==> src/rtl/st_timing_adapter_buf.sv <==
// st_timing_adapter_buf
// Avalon-ST timing adapter for a source with no ready signal. A small
// circular buffer absorbs up to DEPTH beats of sink backpressure; beats that
// arrive while the buffer is full and not draining are dropped and reported
// through a sticky overflow flag and a saturating drop counter.
// The head entry and out_valid are held in registers so that every sink-side
// output comes straight from a flop.

module st_timing_adapter_buf #(
   parameter int DATA_W     = 8,
   parameter int CHAN_W     = 1,
   parameter int DEPTH      = 4,
   parameter int DROP_CNT_W = 8
) (
   input  logic                       clk,
   input  logic                       reset,
   input  logic                       in_valid,
   input  logic [DATA_W-1:0]          in_data,
   input  logic [CHAN_W-1:0]          in_channel,
   input  logic                       in_startofpacket,
   input  logic                       in_endofpacket,
   output logic                       out_valid,
   output logic [DATA_W-1:0]          out_data,
   output logic [CHAN_W-1:0]          out_channel,
   output logic                       out_startofpacket,
   output logic                       out_endofpacket,
   input  logic                       out_ready,
   output logic [$clog2(DEPTH+1)-1:0] fill_level,
   output logic                       overflow,
   input  logic                       overflow_clear,
   output logic [DROP_CNT_W-1:0]      drop_count
);

   localparam int PTR_W   = (DEPTH > 1) ? $clog2(DEPTH) : 1;
   localparam int CNT_W   = $clog2(DEPTH + 1);
   localparam int ENTRY_W = DATA_W + CHAN_W + 2;

   localparam logic [CNT_W-1:0]      DEPTH_C  = CNT_W'(DEPTH);
   localparam logic [CNT_W-1:0]      CNT_ZERO = {CNT_W{1'b0}};
   localparam logic [CNT_W-1:0]      CNT_ONE  = {{(CNT_W-1){1'b0}}, 1'b1};
   localparam logic [PTR_W-1:0]      PTR_ZERO = {PTR_W{1'b0}};
   localparam logic [PTR_W-1:0]      PTR_ONE  = {{(PTR_W-1){1'b0}}, 1'b1};
   localparam logic [DROP_CNT_W-1:0] DROP_MAX = {DROP_CNT_W{1'b1}};
   localparam logic [DROP_CNT_W-1:0] DROP_ONE = {{(DROP_CNT_W-1){1'b0}}, 1'b1};
   localparam logic [DROP_CNT_W-1:0] DROP_ZERO = {DROP_CNT_W{1'b0}};

   // Entry layout: {data, channel, sop, eop}; all fields always travel together.
   logic [ENTRY_W-1:0] mem_r [DEPTH];

   logic [PTR_W-1:0]      rd_ptr_r;
   logic [PTR_W-1:0]      wr_ptr_r;
   logic [CNT_W-1:0]      count_r;
   logic                  out_valid_r;
   logic [ENTRY_W-1:0]    head_r;
   logic                  overflow_r;
   logic [DROP_CNT_W-1:0] drop_count_r;

   logic                  pop_s;
   logic                  push_s;
   logic                  drop_s;
   logic                  full_s;
   logic [CNT_W-1:0]      count_next_s;
   logic [CNT_W-1:0]      remain_s;
   logic [PTR_W-1:0]      rd_next_s;
   logic [PTR_W-1:0]      wr_next_s;
   logic                  head_from_in_s;
   logic [ENTRY_W-1:0]    in_entry_s;
   logic [ENTRY_W-1:0]    head_next_s;

   // Handshake decode: pop frees a slot in the same cycle, so a full buffer
   // that is also draining still accepts the incoming beat.
   always_comb begin
      in_entry_s = {in_data, in_channel, in_startofpacket, in_endofpacket};
      full_s     = (count_r == DEPTH_C);
      pop_s      = out_valid_r & out_ready;
      push_s     = in_valid & (~full_s | pop_s);
      drop_s     = in_valid & full_s & ~pop_s;
   end

   // Next-state arithmetic for pointers and occupancy; pointers wrap naturally
   // because DEPTH is a power of two.
   always_comb begin
      rd_next_s    = rd_ptr_r;
      wr_next_s    = wr_ptr_r;
      count_next_s = count_r;
      if (pop_s) begin
         rd_next_s = rd_ptr_r + PTR_ONE;
      end else begin
         rd_next_s = rd_ptr_r;
      end
      if (push_s) begin
         wr_next_s = wr_ptr_r + PTR_ONE;
      end else begin
         wr_next_s = wr_ptr_r;
      end
      case ({push_s, pop_s})
         2'b10:   count_next_s = count_r + CNT_ONE;
         2'b01:   count_next_s = count_r - CNT_ONE;
         default: count_next_s = count_r;
      endcase
   end

   // Head selection: when nothing older survives this edge, the beat being
   // written now becomes the new head; otherwise read the next stored entry.
   always_comb begin
      remain_s       = count_r - (pop_s ? CNT_ONE : CNT_ZERO);
      head_from_in_s = push_s & (remain_s == CNT_ZERO);
      if (head_from_in_s) begin
         head_next_s = in_entry_s;
      end else begin
         head_next_s = mem_r[rd_next_s];
      end
   end

   // Storage array: written on push only; contents survive reset but are
   // unreachable afterwards because the pointers are reset.
   always_ff @(posedge clk) begin
      if (push_s && !reset) begin
         mem_r[wr_ptr_r] <= in_entry_s;
      end
   end

   // Pointer, occupancy and registered head/valid state.
   always_ff @(posedge clk) begin
      if (reset) begin
         rd_ptr_r    <= PTR_ZERO;
         wr_ptr_r    <= PTR_ZERO;
         count_r     <= CNT_ZERO;
         out_valid_r <= 1'b0;
         head_r      <= {ENTRY_W{1'b0}};
      end else begin
         rd_ptr_r    <= rd_next_s;
         wr_ptr_r    <= wr_next_s;
         count_r     <= count_next_s;
         out_valid_r <= (count_next_s != CNT_ZERO);
         head_r      <= head_next_s;
      end
   end

   // Overflow reporting: a drop in the same cycle as a clear wins, leaving
   // the flag set and the counter at one.
   always_ff @(posedge clk) begin
      if (reset) begin
         overflow_r   <= 1'b0;
         drop_count_r <= DROP_ZERO;
      end else if (drop_s) begin
         overflow_r <= 1'b1;
         if (overflow_clear) begin
            drop_count_r <= DROP_ONE;
         end else if (drop_count_r == DROP_MAX) begin
            drop_count_r <= DROP_MAX;
         end else begin
            drop_count_r <= drop_count_r + DROP_ONE;
         end
      end else if (overflow_clear) begin
         overflow_r   <= 1'b0;
         drop_count_r <= DROP_ZERO;
      end else begin
         overflow_r   <= overflow_r;
         drop_count_r <= drop_count_r;
      end
   end

   assign out_valid         = out_valid_r;
   assign out_data          = head_r[ENTRY_W-1 -: DATA_W];
   assign out_channel       = head_r[CHAN_W+1 -: CHAN_W];
   assign out_startofpacket = head_r[1];
   assign out_endofpacket   = head_r[0];
   assign fill_level        = count_r;
   assign overflow          = overflow_r;
   assign drop_count        = drop_count_r;

endmodule
==> config.mk <==
export PLATFORM = sky130hd
export DESIGN_NAME = st_timing_adapter_buf
export DESIGN_NICKNAME = d
export VERILOG_FILES = /design/src/rtl/st_timing_adapter_buf.sv
export SDC_FILE = /design/constraint.sdc
export NUM_CORES = 1
export LEC_CHECK = 0
export ABC_AREA = 1
export CAP_MARGIN = 40
export CORE_AREA = 2 2 85 87
export CTS_CLUSTER_DIAMETER = 200
export DETAILED_ROUTE_END_ITERATION = 8
export DIE_AREA = 0 0 87 89
export PLACE_DENSITY = 0.83
export SETUP_SLACK_MARGIN = 0.15
export SLEW_MARGIN = 20
export SYNTH_ARGS = -nofsm -noshare
export SYNTH_HDL_FRONTEND = slang
export SYNTH_SLANG_ARGS = --single-unit
==> constraint.sdc <==
create_clock -name clk -period 2.15 [get_ports clk]
set_input_delay 0.645 -clock clk [delete_from_list [all_inputs] [get_ports clk]]
set_output_delay 0.645 -clock clk [all_outputs]
set_load 0.05 [all_outputs]
-- Word-level counts from Yosys, hierarchy flattened
Memories as Yosys holds them, arrays and structs flattened.
Cells that the tools add are included.
- RAM bits: 44
- input port bits: 16
- register bits: 28
- output and inout port bits: 24
- logic and storage cells: 43
- memories kept: 1
- reductions and logical operators: 5
- add/sub/neg operators: 6
- bitwise operators: 8
- multiplexer cells: 12
- equality and inequality tests: 4
- memories (memory ; depth ; width ; read ports ; clocked after memory_dff ; wr ports ; line ; text):
    mem_r ; 4 ; 11 ; 1 ; 0 ; 1 ; 48 ; logic [ENTRY_W-1:0] mem_r [DEPTH];
- operator list (kind ; number):
    $mux 8 ; 4
    $mux 11 ; 1
    $add 8x1->8 const B ; 1
    $eq 8x8->1 const B ; 1
    $pmux 3 s2 ; 1
    $and 1x1->1 ; 5
    $mux 1 ; 5
    $add 2x1->2 const B ; 2
    $add 3x1->3 const B ; 1
    $eq 3x3->1 const B ; 1
    $logic_not 3->1 ; 1
    $reduce_bool 3->1 ; 1
    $sub 3x1->3 ; 1
    $sub 3x1->3 const B ; 1
    $eq 2x1->1 const B ; 1
    $eq 2x2->1 const B ; 1
    $mux 2 ; 1
    $not 1->1 ; 2
    $reduce_bool 2->1 ; 1
    $logic_and 1x1->1 ; 1
    $logic_not 1->1 ; 1
    $or 1x1->1 ; 1

-- Depth between registers and ports, before layout
- depth in word-level cells: 7
- mapped depth: 12
- depth with buffers taken out: 11

-- Worst setup path before layout
No wires, ideal clock.
- path kind: register to register
- from: register out_valid_r (netlist: out_valid)
- to: register out_valid_r (netlist: out_valid)
- data required time: 2.022 ns
- path slack: -0.066 ns
- arrival time: 2.088 ns
- period minus slack after synthesis: 2.216 ns
- stages on the path, launching flop included: 10
- cell sequence: dfxtp_1 -> nand2_2 -> nand3_1 -> nand2_2 -> ha_1 -> fa_1 -> o21ai_0 -> nand2_1 -> nor2_1 -> nor2_1
- longest elaborated chain between the ends: 6
- ends and longest elaborated chain (item ; line ; text):
    start: declaration ; 53 ; logic out_valid_r;
    start signal: assignment ; 135 ; out_valid_r <= (count_next_s != CNT_ZERO);
    $and 1x1->1 * ; 75 ; pop_s = out_valid_r & out_ready;
    $or 1x1->1 ; 76 ; push_s = in_valid & (~full_s | pop_s);
    $and 1x1->1 ; 76 ;
    $eq 2x1->1 or $eq 2x2->1 (tied branches) ; 96 ; case ({push_s, pop_s})
    $pmux 3 s2 * ; 96 ;
    $reduce_bool 3->1 * ; 135 ;
Every way passes the cells marked *; elsewhere a longest branch is shown, timed or not.
A chain may end at the register's enable or synchronous reset.

-- Final worst setup path
- from: input port out_ready
- to: register count_r[2] (netlist: fill_level[2])
- longest elaborated chain between the ends: 5
- ends and longest elaborated chain (item ; line ; text):
    start: declaration ; 27 ; input logic out_ready,
    $and 1x1->1 * ; 75 ;
    $or 1x1->1 ; 76 ;
    $and 1x1->1 ; 76 ;
    $eq 2x1->1 or $eq 2x2->1 (tied branches) ; 96 ;
    $pmux 3 s2 * ; 96 ;
    end signal: assignment ; 134 ; count_r <= count_next_s;
    end: declaration ; 52 ; logic [CNT_W-1:0] count_r;
Marked as above.

==> impl_summary.log <==
INFO  metric status = finished clean
INFO  metric post-route-min-period = 1.90 ns
INFO  metric synth-compound-area-share = 0.0240
INFO  metric total_leakage_power = 1.97 nW
INFO  metric tritoncts = built
INFO  metric mappedNetlistArea = around 0.0033 mm^2
INFO  metric rsz0062_at_grt = false
INFO  metric drive_above_1_share = 0.159
INFO  metric gp_congestion = ~0.88
INFO  metric tritoncts_num_sinks = 72
INFO  metric drcViolationCount = 0
INFO  metric post_synth_num_cell_types = 21
INFO  metric portBuffers = 39
INFO  metric syn_nets = 416
INFO  metric first_iter_violations = about 110
INFO  metric worstSetupStartpointType = input port
INFO  metric final_nets = 484
INFO  metric grt_first_pass_wirelength = ~11,000 um
INFO  metric finalSetupTns = 0 ns
INFO  metric cts.path.max_buffers = 2
INFO  metric mostFrequentLayoutCells = 100 x sky130_fd_sc_hd__nand2_1, 66 x sky130_fd_sc_hd__nor2_1, 60 x sky130_fd_sc_hd__inv_1
INFO  metric post_synth_inst_count = slightly below 400
INFO  metric via_density_per_instance = approximately 5
INFO  metric final_max_slew_viol_count = 0
INFO  metric synth_warnings = 0
INFO  metric fin_worst_hold_slack = approximately 0.48 ns
INFO  metric synth_top_family_by_area = simple AND/OR/NAND/NOR gates
INFO  metric cell_at_the_root_of_the_clock_tree = sky130_fd_sc_hd__clkbuf_8
INFO  metric holdCritPathClass = reg2reg
INFO  metric number_of_synthesized_flops_with_an_enable_pin = 44
INFO  metric p_per_area = roughly 1100 mW/mm^2
INFO  metric ys_seq_area_frac = 0.564
INFO  metric finalHoldViolations = 0
INFO  metric post_synth.cell_area_avg = between 8 and 9 um^2
INFO  metric synth.mux.area_fraction = 0
INFO  metric p_sw_frac = 0.377
INFO  metric finalSetupViolCount = 0
INFO  metric first_pass_detailed_route_iteration_total = 5
INFO  metric worst_clock_skew = around 0.011 ns
INFO  metric power_frac_comb = 0.390
INFO  metric maximum_number_of_pins_on_one_net_before_global_route_repair = 23
INFO  metric timing.setup.critical_path_class = in2reg
INFO  metric timing.critical_path.arrival = between 2 and 2.5 ns
INFO  metric finish.cell_count_without_fillers = between 500 and 600
INFO  metric layout.filler_cells = a little over 500
INFO  metric antenna_violating_nets_post_route = 0
INFO  metric clock_power_share = 0.249
INFO  metric cp_max_fo = 4
INFO  metric synthesized_area_fraction_occupied_by_xor_and_xnor_cells = 0.00787
INFO  metric dominantRegCellSynth = sky130_fd_sc_hd__edfxtp_1
INFO  metric grt-ovfl-total = 0
INFO  metric route.final.wire_length = between 7000 and 8000 um
INFO  metric antenna_found_initial = 0
INFO  metric fmax = between 500 and 600 MHz
INFO  metric tritoncts.num_buffers = 9
INFO  metric most_frequent_standard_cell_in_the_layout_excluding_fill_and_tap_cells = sky130_fd_sc_hd__nand2_1
INFO  metric critPathRequiredTime = roughly 2.4 ns
INFO  metric intPower = roughly 3.0 mW
INFO  metric async_reset_ff_frac = 0
INFO  metric dr_total_vias = 2,720
INFO  metric synth_simple_gate_area_frac = 0.280
INFO  metric timing.max_slew.rel_slack = 0.657
INFO  metric layout-area-overhead-vs-synth = 26.1%
INFO  metric fin_crit_sh = 0.883
INFO  metric die_w = ~87 um
INFO  metric maxCapViolations = 0
INFO  metric worst_pin_slew = roughly 0.52 ns
INFO  metric initial_core_util = 0.497
INFO  metric die_area = a little under 0.008 mm^2
INFO  metric seqPwrFrac = 0.361
INFO  metric ir_drop = 0.660 mV
INFO  metric endpoint_kind = flip-flop
INFO  metric clk_latency = 0.34 ns
INFO  metric cts_max_level = 3
INFO  metric coreArea = ~0.0067 mm^2
INFO  metric total_power = 4.80 mW
INFO  metric first_global_vias = 2,506
INFO  metric antennaDiodeCount = 0
INFO  metric grt_util_all_layers = 0.196
INFO  metric clkSlewWorstSetupHoldPaths = 0.08 ns
INFO  metric ioPinCount = 40
INFO  metric row_count = 30
INFO  metric total_instance_count_after_detailed_placement = 527
INFO  metric synth-adder-area-share = 0.0322
INFO  metric place.detailed.hpwl = 4910 um
INFO  metric min_delay_path_depth = 2
INFO  metric switching_power = between 1.5 and 2 mW
INFO  metric wire_per_inst = about 13 um
INFO  metric synth.ff_latch_count = 72
INFO  metric reg2reg_depth = 11
INFO  metric fp.dieH = between 80 and 90 um
## cell families after synthesis
logic type | Yosys count
AND/OR/NAND/NOR | 220
buffers and inverters | 73
flip-flops | 72
AO/OA/AOI/OAI | 16
adder cells (fa/ha/maj) | 8
XOR/XNOR | 3
## power groups by stage
stage                     Combinational [mW]  Clock [mW]  Sequential (mW)
after floorplan                        0.816           0             2.17
after global placement                  1.84           0             1.75
after detailed placement                1.89           0             1.76
after CTS                               1.86        1.22             1.73
after global routing                    2.04        1.27             1.75
final                                   1.87        1.20             1.73
## worst max-delay path, cell delays in order
cell and delay (ns):
sky130_fd_sc_hd__clkbuf_2 0.10, sky130_fd_sc_hd__nand2_2 0.08, sky130_fd_sc_hd__nand3_2 0.08, sky130_fd_sc_hd__nand2_2 0.08
sky130_fd_sc_hd__ha_4 0.17, sky130_fd_sc_hd__fa_2 0.35, sky130_fd_sc_hd__nor2_2 0.09, sky130_fd_sc_hd__nor2_1 0.05
sky130_fd_sc_hd__nand2_1 0.08, sky130_fd_sc_hd__xor2_1 0.26, sky130_fd_sc_hd__inv_1 0.08, sky130_fd_sc_hd__nor2_1 0.11
## cells in the mapped netlist (3+ instances only)
library cell	n	area (um^2)
sky130_fd_sc_hd__nand4_1	3	18.8
sky130_fd_sc_hd__o21ai_0	6	30.0
sky130_fd_sc_hd__dfxtp_1	28	561
sky130_fd_sc_hd__a21oi_1	10	50.1
sky130_fd_sc_hd__xor2_1	3	26.3
sky130_fd_sc_hd__ha_1	7	87.6
sky130_fd_sc_hd__buf_2	5	25.0
sky130_fd_sc_hd__edfxtp_1	44	1320
sky130_fd_sc_hd__nand2_2	4	25.0
sky130_fd_sc_hd__inv_1	60	225
sky130_fd_sc_hd__buf_4	3	22.5
sky130_fd_sc_hd__nand3_1	32	160
sky130_fd_sc_hd__nand2_1	100	375
sky130_fd_sc_hd__nor2_1	67	251
sky130_fd_sc_hd__nand3b_1	11	82.6
## state kept, by name, indices dropped and copies added, names as in the netlist
register / count
wr_ptr_r: 2
mem_r: 44
rd_ptr_r: 2
fill_level: 3
out_valid: 1
drop_count: 8
head_r: 11
overflow: 1
## layout make-up
class / instances / area, um^2 / share of cell area
tap: 80 / 100 / 0.0238
clock buffer: 10 / 138 / 0.0327
multi-input combinational: 247 / 1170 / 0.278
inverter: 61 / 229 / 0.0544
sequential: 72 / 1890 / 0.448
timing repair buffer: 69 / 594 / 0.141
clock inverter: 6 / 90.1 / 0.0214
## timing repair
| item | 4_1_cts | 5_1_grt |
|---|---|---|
| endpoints found under the setup margin | 43 | 2 |
| buffers inserted | 2 | 0 |
| resized for setup | 15 | 5 |
| pin swaps | 1 | 4 |
| hold buffers | 0 | 0 |
## path summary, 6_finish.rpt
check / from / end / slack (ns)
max: out_ready / fill_level[2]$_SDFF_PP0_ / 0.25
min: drop_count[7]$_SDFFE_PP0P_ / drop_count[7]$_SDFFE_PP0P_ / 0.48
max reg2reg: fill_level[0]$_SDFF_PP0_ / fill_level[2]$_SDFF_PP0_ / 0.26
min reg2reg: drop_count[7]$_SDFFE_PP0P_ / drop_count[7]$_SDFFE_PP0P_ / 0.48
## metal layers
layer  share of wire  global-route usage  routed length [um]
met1            0.40               0.233                2920
met2            0.51               0.340                3660
met3           0.064              0.0406                 464
met4           0.026              0.0952                 188
met5               0                   0                   0
## through the flow
step	setup slack (ns)	cell area [um^2]	util
after CTS	0.141	4200	0.626
after global routing	0.129	4210	0.627
after detailed placement	-0.464	3980	0.592
after global placement	-0.340	3980	0.592
final	0.252	4210	0.627
after floorplan	0.161	3360	-
Note: power is estimated with default switching activity, not from simulation.
